--- src/rtl/spi_flash_pkg.sv ---
// Shared SPI flash definitions: command opcodes, page geometry, sequencer
// state encoding and the page-chunk helper. The read path uses it as well.
package spi_flash_pkg;

    localparam logic [7:0] OP_WREN        = 8'h06;
    localparam logic [7:0] OP_PAGE_PROG   = 8'h12;
    localparam logic [7:0] OP_READ_STATUS = 8'h05;

    localparam logic [8:0] PAGE_SIZE = 9'd256;

    typedef enum logic [2:0] {
        ST_IDLE,
        ST_WREN,
        ST_GAP,
        ST_PROG_HDR,
        ST_PROG_DATA,
        ST_POLL,
        ST_DONE
    } flash_state_t;

    // Sub-phase of a command-issuing state: start a byte, wait for it,
    // or hold cs_n low after the last falling spi_clk edge.
    typedef enum logic [1:0] {
        PH_ISSUE,
        PH_WAIT,
        PH_TAIL
    } cmd_phase_t;

    // Bytes that fit in one program command without crossing a page.
    function automatic logic [8:0] chunk_len(input logic [31:0] remain,
                                             input logic [31:0] addr);
        logic [8:0] room;
        room = PAGE_SIZE - {1'b0, addr[7:0]};
        if (remain < {23'b0, room}) begin
            return remain[8:0];
        end
        return room;
    endfunction

endpackage

--- src/rtl/spi_byte_shifter.sv ---
// SPI mode 0 byte engine: divides system_clk down to spi_clk and shifts one
// byte out on mosi (MSB first) while shifting one byte in from miso.
// A start is accepted only while idle; done pulses at the last falling edge.
module spi_byte_shifter #(
    parameter int CLK_DIV = 2
) (
    input  logic       system_clk,
    input  logic       system_reset_n,
    input  logic       start,
    input  logic [7:0] tx_byte,
    input  logic       miso,
    output logic       spi_clk,
    output logic       mosi,
    output logic       done,
    output logic [7:0] rx_byte
);

    localparam logic [7:0] DIV_LAST = 8'(CLK_DIV - 1);

    logic       active_reg;
    logic       sclk_reg;
    logic       mosi_reg;
    logic       done_reg;
    logic [6:0] tx_reg;
    logic [7:0] rx_reg;
    logic [7:0] div_cnt_reg;
    logic [2:0] bit_cnt_reg;

    // Half-period timer, edge generation and TX/RX shift registers.
    always_ff @(posedge system_clk or negedge system_reset_n) begin
        if (!system_reset_n) begin
            active_reg  <= 1'b0;
            sclk_reg    <= 1'b0;
            mosi_reg    <= 1'b0;
            done_reg    <= 1'b0;
            tx_reg      <= '0;
            rx_reg      <= '0;
            div_cnt_reg <= '0;
            bit_cnt_reg <= '0;
        end else begin
            done_reg <= 1'b0;
            if (!active_reg) begin
                if (start) begin
                    // First bit goes out while spi_clk is still low.
                    active_reg  <= 1'b1;
                    tx_reg      <= tx_byte[6:0];
                    mosi_reg    <= tx_byte[7];
                    div_cnt_reg <= '0;
                    bit_cnt_reg <= '0;
                    sclk_reg    <= 1'b0;
                end
            end else if (div_cnt_reg == DIV_LAST) begin
                div_cnt_reg <= '0;
                sclk_reg    <= ~sclk_reg;
                if (!sclk_reg) begin
                    // Rising edge: sample the slave.
                    rx_reg <= {rx_reg[6:0], miso};
                end else if (bit_cnt_reg == 3'd7) begin
                    // Last falling edge: byte complete, mosi keeps its value.
                    active_reg <= 1'b0;
                    done_reg   <= 1'b1;
                end else begin
                    // Falling edge: present the next bit.
                    bit_cnt_reg <= bit_cnt_reg + 3'd1;
                    mosi_reg    <= tx_reg[6];
                    tx_reg      <= {tx_reg[5:0], 1'b0};
                end
            end else begin
                div_cnt_reg <= div_cnt_reg + 8'd1;
            end
        end
    end

    assign spi_clk = sclk_reg;
    assign mosi    = mosi_reg;
    assign done    = done_reg;
    assign rx_byte = rx_reg;

endmodule

--- src/rtl/spi_flash_page_write.sv ---
// SPI NOR page-program sequencer: for each page-bounded chunk it issues
// WREN, PAGE PROGRAM (opcode + 32-bit address + data from the write FIFO)
// and polls the status register until WIP clears.
module spi_flash_page_write
    import spi_flash_pkg::*;
#(
    parameter int CLK_DIV = 2,
    parameter int CS_GAP  = 4
) (
    input  logic        system_clk,
    input  logic        system_reset_n,
    input  logic        start_flag,
    input  logic [31:0] start_addr,
    input  logic [31:0] byte_count,
    input  logic [7:0]  wr_data,
    input  logic        wr_valid,
    output logic        wr_ready,
    output logic        cs_n,
    output logic        spi_clk,
    output logic        mosi,
    input  logic        miso,
    output logic        busy,
    output logic        write_finish,
    output logic [31:0] bytes_written
);

    localparam logic [15:0] GAP_LAST  = (CS_GAP < 1) ? 16'd0 : 16'(CS_GAP - 1);
    localparam logic [15:0] TAIL_LAST = 16'(CLK_DIV - 1);

    flash_state_t state_reg, state_next;
    flash_state_t after_gap_reg, after_gap_next;
    cmd_phase_t   phase_reg, phase_next;
    logic [31:0]  addr_reg, addr_next;
    logic [31:0]  remain_reg, remain_next;
    logic [31:0]  bytes_written_reg, bytes_written_next;
    logic [8:0]   byte_idx_reg, byte_idx_next;
    logic [15:0]  cnt_reg, cnt_next;
    logic         cs_n_reg, cs_n_next;
    logic         busy_reg, busy_next;

    logic         shift_start;
    logic [7:0]   shift_data;
    logic         shift_done;
    logic         shift_mosi;
    logic [7:0]   shift_rx;
    logic         unused_rx;
    logic [8:0]   chunk;
    logic [7:0]   hdr_byte [0:7];

    assign chunk     = chunk_len(remain_reg, addr_reg);
    assign unused_rx = ^shift_rx[7:1];

    // Program header bytes: opcode followed by the address, MSB first.
    generate
        for (genvar gi = 0; gi < 8; gi++) begin : g_hdr
            if (gi == 0) begin : g_op
                assign hdr_byte[gi] = OP_PAGE_PROG;
            end else if (gi <= 4) begin : g_addr
                assign hdr_byte[gi] = addr_reg[39 - 8 * gi -: 8];
            end else begin : g_pad
                assign hdr_byte[gi] = 8'h00;
            end
        end
    endgenerate

    spi_byte_shifter #(
        .CLK_DIV(CLK_DIV)
    ) u_shifter (
        .system_clk    (system_clk),
        .system_reset_n(system_reset_n),
        .start         (shift_start),
        .tx_byte       (shift_data),
        .miso          (miso),
        .spi_clk       (spi_clk),
        .mosi          (shift_mosi),
        .done          (shift_done),
        .rx_byte       (shift_rx)
    );

    // Sequencer state, address/length bookkeeping and chip select.
    always_ff @(posedge system_clk or negedge system_reset_n) begin
        if (!system_reset_n) begin
            state_reg         <= ST_IDLE;
            after_gap_reg     <= ST_IDLE;
            phase_reg         <= PH_ISSUE;
            addr_reg          <= '0;
            remain_reg        <= '0;
            bytes_written_reg <= '0;
            byte_idx_reg      <= '0;
            cnt_reg           <= '0;
            cs_n_reg          <= 1'b1;
            busy_reg          <= 1'b0;
        end else begin
            state_reg         <= state_next;
            after_gap_reg     <= after_gap_next;
            phase_reg         <= phase_next;
            addr_reg          <= addr_next;
            remain_reg        <= remain_next;
            bytes_written_reg <= bytes_written_next;
            byte_idx_reg      <= byte_idx_next;
            cnt_reg           <= cnt_next;
            cs_n_reg          <= cs_n_next;
            busy_reg          <= busy_next;
        end
    end

    // Next-state logic, byte requests to the shifter and FIFO pops.
    always_comb begin
        state_next         = state_reg;
        after_gap_next     = after_gap_reg;
        phase_next         = phase_reg;
        addr_next          = addr_reg;
        remain_next        = remain_reg;
        bytes_written_next = bytes_written_reg;
        byte_idx_next      = byte_idx_reg;
        cnt_next           = cnt_reg;
        cs_n_next          = cs_n_reg;
        busy_next          = busy_reg;
        shift_start        = 1'b0;
        shift_data         = 8'h00;
        wr_ready           = 1'b0;

        if (phase_reg == PH_TAIL) begin
            // Hold cs_n low after the final falling edge, then release it.
            if (cnt_reg == TAIL_LAST) begin
                cs_n_next  = 1'b1;
                state_next = ST_GAP;
                phase_next = PH_ISSUE;
                cnt_next   = '0;
            end else begin
                cnt_next = cnt_reg + 16'd1;
            end
        end else begin
            case (state_reg)
                ST_IDLE: begin
                    if (start_flag) begin
                        addr_next          = start_addr;
                        remain_next        = byte_count;
                        bytes_written_next = '0;
                        phase_next         = PH_ISSUE;
                        byte_idx_next      = '0;
                        if (byte_count == 32'd0) begin
                            state_next = ST_DONE;
                        end else begin
                            state_next = ST_WREN;
                            busy_next  = 1'b1;
                        end
                    end
                end
                ST_WREN: begin
                    if (phase_reg == PH_ISSUE) begin
                        cs_n_next   = 1'b0;
                        shift_start = 1'b1;
                        shift_data  = OP_WREN;
                        phase_next  = PH_WAIT;
                    end else if (shift_done) begin
                        phase_next     = PH_TAIL;
                        cnt_next       = '0;
                        after_gap_next = ST_PROG_HDR;
                    end
                end
                ST_GAP: begin
                    if (cnt_reg == GAP_LAST) begin
                        state_next    = after_gap_reg;
                        phase_next    = PH_ISSUE;
                        byte_idx_next = '0;
                        cnt_next      = '0;
                        if (after_gap_reg == ST_DONE) begin
                            busy_next = 1'b0;
                        end
                    end else begin
                        cnt_next = cnt_reg + 16'd1;
                    end
                end
                ST_PROG_HDR: begin
                    if (phase_reg == PH_ISSUE) begin
                        cs_n_next   = 1'b0;
                        shift_start = 1'b1;
                        shift_data  = hdr_byte[byte_idx_reg[2:0]];
                        phase_next  = PH_WAIT;
                    end else if (shift_done) begin
                        phase_next = PH_ISSUE;
                        if (byte_idx_reg == 9'd4) begin
                            state_next    = ST_PROG_DATA;
                            byte_idx_next = '0;
                        end else begin
                            byte_idx_next = byte_idx_reg + 9'd1;
                        end
                    end
                end
                ST_PROG_DATA: begin
                    if (phase_reg == PH_ISSUE) begin
                        // An empty FIFO simply parks here with spi_clk low.
                        if (wr_valid) begin
                            wr_ready    = 1'b1;
                            shift_start = 1'b1;
                            shift_data  = wr_data;
                            phase_next  = PH_WAIT;
                        end
                    end else if (shift_done) begin
                        if (byte_idx_reg + 9'd1 == chunk) begin
                            addr_next          = addr_reg + {23'b0, chunk};
                            remain_next        = remain_reg - {23'b0, chunk};
                            bytes_written_next = bytes_written_reg + {23'b0, chunk};
                            byte_idx_next      = '0;
                            phase_next         = PH_TAIL;
                            cnt_next           = '0;
                            after_gap_next     = ST_POLL;
                        end else begin
                            byte_idx_next = byte_idx_reg + 9'd1;
                            phase_next    = PH_ISSUE;
                        end
                    end
                end
                ST_POLL: begin
                    if (phase_reg == PH_ISSUE) begin
                        cs_n_next   = 1'b0;
                        shift_start = 1'b1;
                        shift_data  = (byte_idx_reg == 9'd0) ? OP_READ_STATUS : 8'h00;
                        phase_next  = PH_WAIT;
                    end else if (shift_done) begin
                        if ((byte_idx_reg != 9'd0) && !shift_rx[0]) begin
                            phase_next     = PH_TAIL;
                            cnt_next       = '0;
                            byte_idx_next  = '0;
                            after_gap_next = (remain_reg != 32'd0) ? ST_WREN : ST_DONE;
                        end else begin
                            byte_idx_next = 9'd1;
                            phase_next    = PH_ISSUE;
                        end
                    end
                end
                ST_DONE: begin
                    state_next = ST_IDLE;
                end
                default: begin
                    state_next = ST_IDLE;
                end
            endcase
        end
    end

    assign cs_n          = cs_n_reg;
    assign mosi          = ~cs_n_reg & shift_mosi;
    assign busy          = busy_reg;
    assign write_finish  = (state_reg == ST_DONE);
    assign bytes_written = bytes_written_reg;

endmodule

--- config.mk ---
export PLATFORM = sky130hd
export DESIGN_NAME = spi_flash_page_write
export DESIGN_NICKNAME = d
export VERILOG_FILES = /design/src/rtl/spi_flash_pkg.sv /design/src/rtl/spi_byte_shifter.sv /design/src/rtl/spi_flash_page_write.sv
export SDC_FILE = /design/constraint.sdc
export NUM_CORES = 1
export LEC_CHECK = 0
export CAP_MARGIN = 15
export CORE_ASPECT_RATIO = 1.2
export CORE_UTILIZATION = 58
export DETAILED_ROUTE_END_ITERATION = 7
export PLACE_DENSITY_LB_ADDON = 0.2
export SYNTH_ARGS = -nofsm -noshare
export SYNTH_HDL_FRONTEND = slang
export SYNTH_HIERARCHICAL = 1
export SYNTH_SLANG_ARGS = --single-unit
--- constraint.sdc ---
create_clock -name system_clk -period 6.3 [get_ports system_clk]
set_input_delay 1.575 -clock system_clk [delete_from_list [all_inputs] [get_ports system_clk]]
set_output_delay 1.575 -clock system_clk [all_outputs]
set_load 0.005 [all_outputs]
; ---- Word-level counts from Yosys, hierarchy flattened
; Cells that the tools add are included.
[classes]
bitwise_logic = 5
muxes = 134
magnitude_cmp = 2
n_addsub = 8
eq_ne = 51
reduce_logical = 30
[ops]
columns = operator, count
row1 = 32-bit two-way mux, 12
row2 = 32-bit case mux with 2 select lines, 3
row3 = 16-bit two-way mux, 11
row4 = 9-bit two-way mux, 12
row5 = 3-bit two-way mux, 25
row6 = 8-bit two-way mux, 9
row7 = 32-bit by 9-bit adder with 32-bit output, 2
row8 = 16-bit case mux with 4 select lines, 1
row9 = 9-bit case mux with 5 select lines, 1
row10 = 7-bit two-way mux, 5
row11 = 1-bit two-way mux, 33
row12 = 32-bit logical NOT, 1
row13 = 32-bit by 9-bit less-than comparator with 1-bit output, 1
row14 = 8-bit case mux with 4 select lines, 1
row15 = 32-bit nonzero test, 1
row16 = 32-bit by 9-bit subtractor with 32-bit output, 1
row17 = 2-bit two-way mux, 15
row18 = "3-bit != test, second input constant", 9
row19 = "2-bit != test, second input constant", 13
row20 = 8-bit binary-select mux with 3-bit select, 1
row21 = 10-bit AND reduction, 2
row22 = 9-bit AND reduction, 2
row23 = "16-bit by 1-bit adder with 16-bit output, second input constant", 1
row24 = "16-bit by 1-bit equality test with 1-bit output, second input constant", 1
row25 = other kinds (40), 67
[totals]
output_inout_bits = 38
elab_cells = 248
reg_bits = 154

; ---- Longest topological paths before layout
; Gate-level depths: netlist of run 1.
[depth]
ltp_word = 10
ltp_mapped = 26
mapped_depth_nobuf = 24

; ---- Hierarchy
; The synthesis of run 1 kept the hierarchy.
[by_module_without_submodules]
columns = mod, cells_per_inst, seq_area_each_um2, area_each_um2, instances
row1 = spi_flash_page_write, 1198, 3279.4, 9540.4, 1
row2 = spi_byte_shifter, 115, 750.7, 1467.7, 1

; ---- Worst setup path after synthesis of run 1
; OpenSTA, ideal clock, no wires.
[synth_path]
kind = register to register
from = register addr_reg[2]
to = register addr_reg[16]
path_slack_ns = 1.035
arrival_ns = 5.138
required_time_ns = 6.173
path_stages_with_launch = 26
path_buffers = 2
path_cell_list = dfrtp_1 -> nor3_1 -> nor3b_1 -> xnor2_1 -> inv_1 -> ha_1 -> nand2_1 -> a211o_1 -> o221a_2 -> o211ai_2 -> buf_6 -> mux2i_1 -> ha_1 -> inv_1 -> fa_1 -> nor2b_1 -> o21ai_0 -> a21oi_1 -> o21ai_0 -> a21boi_0 -> o2111a_1 -> o21a_1 -> clkbuf_1 -> nand2_1 -> o22ai_1 -> o2bb2a_1
[synth_via]
elab_chain_len = 9
elab_cells_between_ends = 12
[synth_lines]
columns = item, line_no
row1 = from (decl), spi_flash_page_write.sv:33  ; logic [31:0] addr_reg, addr_next;
row2 = from (signal assigned), spi_flash_page_write.sv:97  ; addr_reg <= addr_next;
row3 = 9-bit by 8-bit subtractor with 9-bit output, spi_flash_pkg.sv:33  ; room = PAGE_SIZE - {1'b0, addr[7:0]};
row4 = 32-bit by 9-bit less-than comparator with 1-bit output, spi_flash_pkg.sv:34  ; if (remain < {23'b0, room}) begin
row5 = 1-bit two-way mux, spi_flash_pkg.sv:34
row6 = 9-bit two-way mux, spi_flash_pkg.sv:37  ; return room;
row7 = 32-bit by 9-bit adder with 32-bit output, spi_flash_page_write.sv:202  ; addr_next = addr_reg + {23'b0, chunk};
row8 = 32-bit two-way mux, spi_flash_page_write.sv:201  ; if (byte_idx_reg + 9'd1 == chunk) begin
row9 = 32-bit two-way mux, spi_flash_page_write.sv:200  ; end else if (shift_done) begin
row10 = 32-bit two-way mux, spi_flash_page_write.sv:192  ; if (phase_reg == PH_ISSUE) begin
row11 = 32-bit case mux with 2 select lines, spi_flash_page_write.sv:134  ; case (state_reg)
; Several ways; a longest one is shown, not always the timed one. The select of a mux whose other input is x is not followed.
; A chain may end at the register's enable or synchronous reset.

; ---- Worst setup path after layout of run 1
[layout_path]
from = register addr_reg[2]
to = register addr_reg[28]
; Same word-level chain as after synthesis.

==> results.sh, run 1 <==
export IMPL_result_of_the_run="finished, final reports clean"
export IMPL_setup_viol=0
export IMPL_postSynthNetCount=1424
export IMPL_period_share_pct=92.07
export IMPL_placement_rows=54
export IMPL_timing_max_transition_violations_final=0
export IMPL_critPathSlowestCell="sky130_fd_sc_hd__o21ai_0"
export IMPL_overflow=0
export IMPL_synthesis_yosys_warnings=6
export IMPL_globalplace_congestion=0.9086
export IMPL_fp_dieArea_um2=19050
export IMPL_clkLatencyLatePin_ps=450
export IMPL_post_layout_total_power_mw=4.955
export IMPL_initial_utilization_pct=59.03
export IMPL_final_clock_skew_ps=15.07
export IMPL_vias=10341
export IMPL_grt_first_pass_wirelength_um=49130
export IMPL_area_of_the_multi_input_gates_um2=6410
export IMPL_grt_setup_unrepaired="false"
export IMPL_crit_required_ps=6610
export IMPL_critPathBufInv=2
export IMPL_via_per_inst=6.379
export IMPL_core_area_um2=18170
export IMPL_via_count_of_the_first_global_routing_pass=9643
export IMPL_critical_path_most_common_cell="sky130_fd_sc_hd__o21ai_0"
export IMPL_leakagePower_nw=5.251
export IMPL_floorplan_die_width_um=126.2
export IMPL_design_area_um2=12570
export IMPL_layout_area_overhead_vs_synth_pct=17.19
export IMPL_post_cts_hold_buffer_count=0
export IMPL_clock_tree_root_cell="sky130_fd_sc_hd__clkbuf_16"
export IMPL_slew_limit_headroom_pct=35.70
export IMPL_arrival_ps=6120
export IMPL_worst_ir_drop_vdd_v=0.0002502
export IMPL_mappedNetlistArea_um2=10730
export IMPL_finalHoldViolations=0
export IMPL_fin_nets=1509
export IMPL_mostFrequentLayoutCells="sky130_fd_sc_hd__nand2_1 (153), sky130_fd_sc_hd__dfrtp_1 (153), sky130_fd_sc_hd__o21ai_0 (128)"
export IMPL_timing_critical_path_slowest_cell_delay_ps=660
export IMPL_port_buffer_count=114
export IMPL_timing_fmax_mhz=172.4
export IMPL_timing_critical_path_max_delay_family="compound AO/OA/AOI/OAI gates"
export IMPL_post_route_cells_drive_above_1_share_pct=7.230
export IMPL_cts_reportedPaths_clkPinSlew_ps=60
export IMPL_post_cts_setup_buffers=0
export IMPL_diodes=0
export IMPL_max_cap_violations=0
export IMPL_cts_path_max_buffers=2
export IMPL_antenna_violations_before_repair=0
export IMPL_number_of_primary_i_o_pins=115
export IMPL_crit_path_start_kind="flop"
export IMPL_detail_route_wl_per_cell_um=18.73
export IMPL_postCtsResizedCells=0
export IMPL_synthesis_instances=1299
export IMPL_number_of_drc_violations_after_detailed_routing=0
export IMPL_period_minus_slack_ps=5800
export IMPL_drt_wl_total_um=30360
export IMPL_path_max_fanout=7
export IMPL_die_h_um=151.0
export IMPL_power_density_nw_per_um2=394.1
export IMPL_setup_total_negative_slack_ps=0
export IMPL_hold_class="flop to flop"
export IMPL_crit_path_kind="flop to flop"
export IMPL_critical_path_endpoint_type="flop"
export IMPL_minimum_setup_slack_among_reg_to_reg_paths_ps=500
export IMPL_cts_buffers_inserted=17
export IMPL_total_global_routing_track_utilization_pct=32.72
export IMPL_antenna_left=0
export IMPL_grt_start_max_net_pins=100
export IMPL_ff_latch_area_um2=3855
export IMPL_cts_htree_levels=4
export IMPL_drt_first_pass_iters=7
export IMPL_fill_cells=1495
export IMPL_clock_tree_from_tritoncts="done"
export IMPL_dpl_instance_area_um2=12000
export IMPL_worstPathCellList="nor3_1 > nor3b_1 > xnor2_1 > inv_1 > ha_1 > nand2_1 > a211o_1 > o221a_2 > o211ai_2 > mux2_2 > inv_1 > ha_1 > nor2b_1 > o21ai_0 > a21oi_1 > o21ai_0 > a21boi_0 > o2111a_1 > o21ai_0 > o21ai_0 > a21oi_1 > a21oi_1"
export IMPL_avgSynthCellArea_um2=8.258
export IMPL_dpl_hpwl_um=21380
export IMPL_tightestPinTransition_ps=964.6
export IMPL_detail_route_iter0_violations=884
export IMPL_numClockSinks=154
==> routing by layer <==
metal	share of wire, %	up-vias	track usage [%]
met5	0	-	0
met4	2.6	0	13.31
met3	6.2	61	5.334
met1	43	4936	42.00
li1	-	4946	-
met2	49	398	55.19
==> worst paths after layout <==
path | from | endpoint | cells past startpoint
hold reg to reg | cnt_reg[15]$_DFFE_PN0P_ | cnt_reg[15]$_DFFE_PN0P_ | 1
min in group asynchronous | system_reset_n | cnt_reg[4]$_DFFE_PN0P_ | 1
setup / recovery | addr_reg[2]$_DFFE_PN0P_ | addr_reg[28]$_DFFE_PN0P_ | 22
setup reg to reg | addr_reg[2]$_DFFE_PN0P_ | addr_reg[28]$_DFFE_PN0P_ | 22
hold / removal | cnt_reg[15]$_DFFE_PN0P_ | cnt_reg[15]$_DFFE_PN0P_ | 1
max in group asynchronous | system_reset_n | remain_reg[26]$_DFFE_PN0P_ | 2
==> stage by stage <==
step                      hold WS, ps  util, %  instances  setup WS (ps)
after floorplan                 446.5        -       1299           1035
after global placement          470.4    66.01       1588          660.7
after detailed placement        476.8    66.01       1588          578.1
after CTS                       487.1    69.09       1620          538.7
after global routing            499.1    69.17       1621          56.01
final                           483.3    69.17       1621          499.8
==> final cells by class <==
type / count / share of cell area, %
inverters: 48 / 1.433
flip-flops and latches: 154 / 30.66
multi-input cells: 1034 / 50.99
clock buffers: 19 / 3.603
repair buffers: 129 / 10.24
well taps: 224 / 2.229
clock inverters: 13 / 0.8459
==> power breakdown <==
group / switching [mW] / internal (mW) / total (mW)
combinational: 1.31 / 0.980 / 2.29
sequential: 0.407 / 1.27 / 1.68
clock: 0.456 / 0.533 / 0.989
==> worst register-to-register path, delay by kind of cell (launching register included) <==
kind,cells,cell delay (ps)
adder cells (fa/ha/maj),2,580
buffers and inverters,2,220
AO/OA/AOI/OAI,12,3020
multiplexers,1,420
flip-flops,1,470
XOR/XNOR,1,220
AND/OR/NAND/NOR,4,790
No activity file was read; power rests on OpenSTA's default activity.
==> inputs of run 2 (changes only) <==
--- a/config.mk
+++ b/config.mk
@@ -7,6 +7,7 @@
 export LEC_CHECK = 0
 export CAP_MARGIN = 15
 export CORE_ASPECT_RATIO = 1.2
+export CORE_MARGIN = 1
 export CORE_UTILIZATION = 58
 export DETAILED_ROUTE_END_ITERATION = 7
 export PLACE_DENSITY_LB_ADDON = 0.2
==> results of run 2 <==
Same layout as run 1: the final DEF is identical, and so are final timing and power.
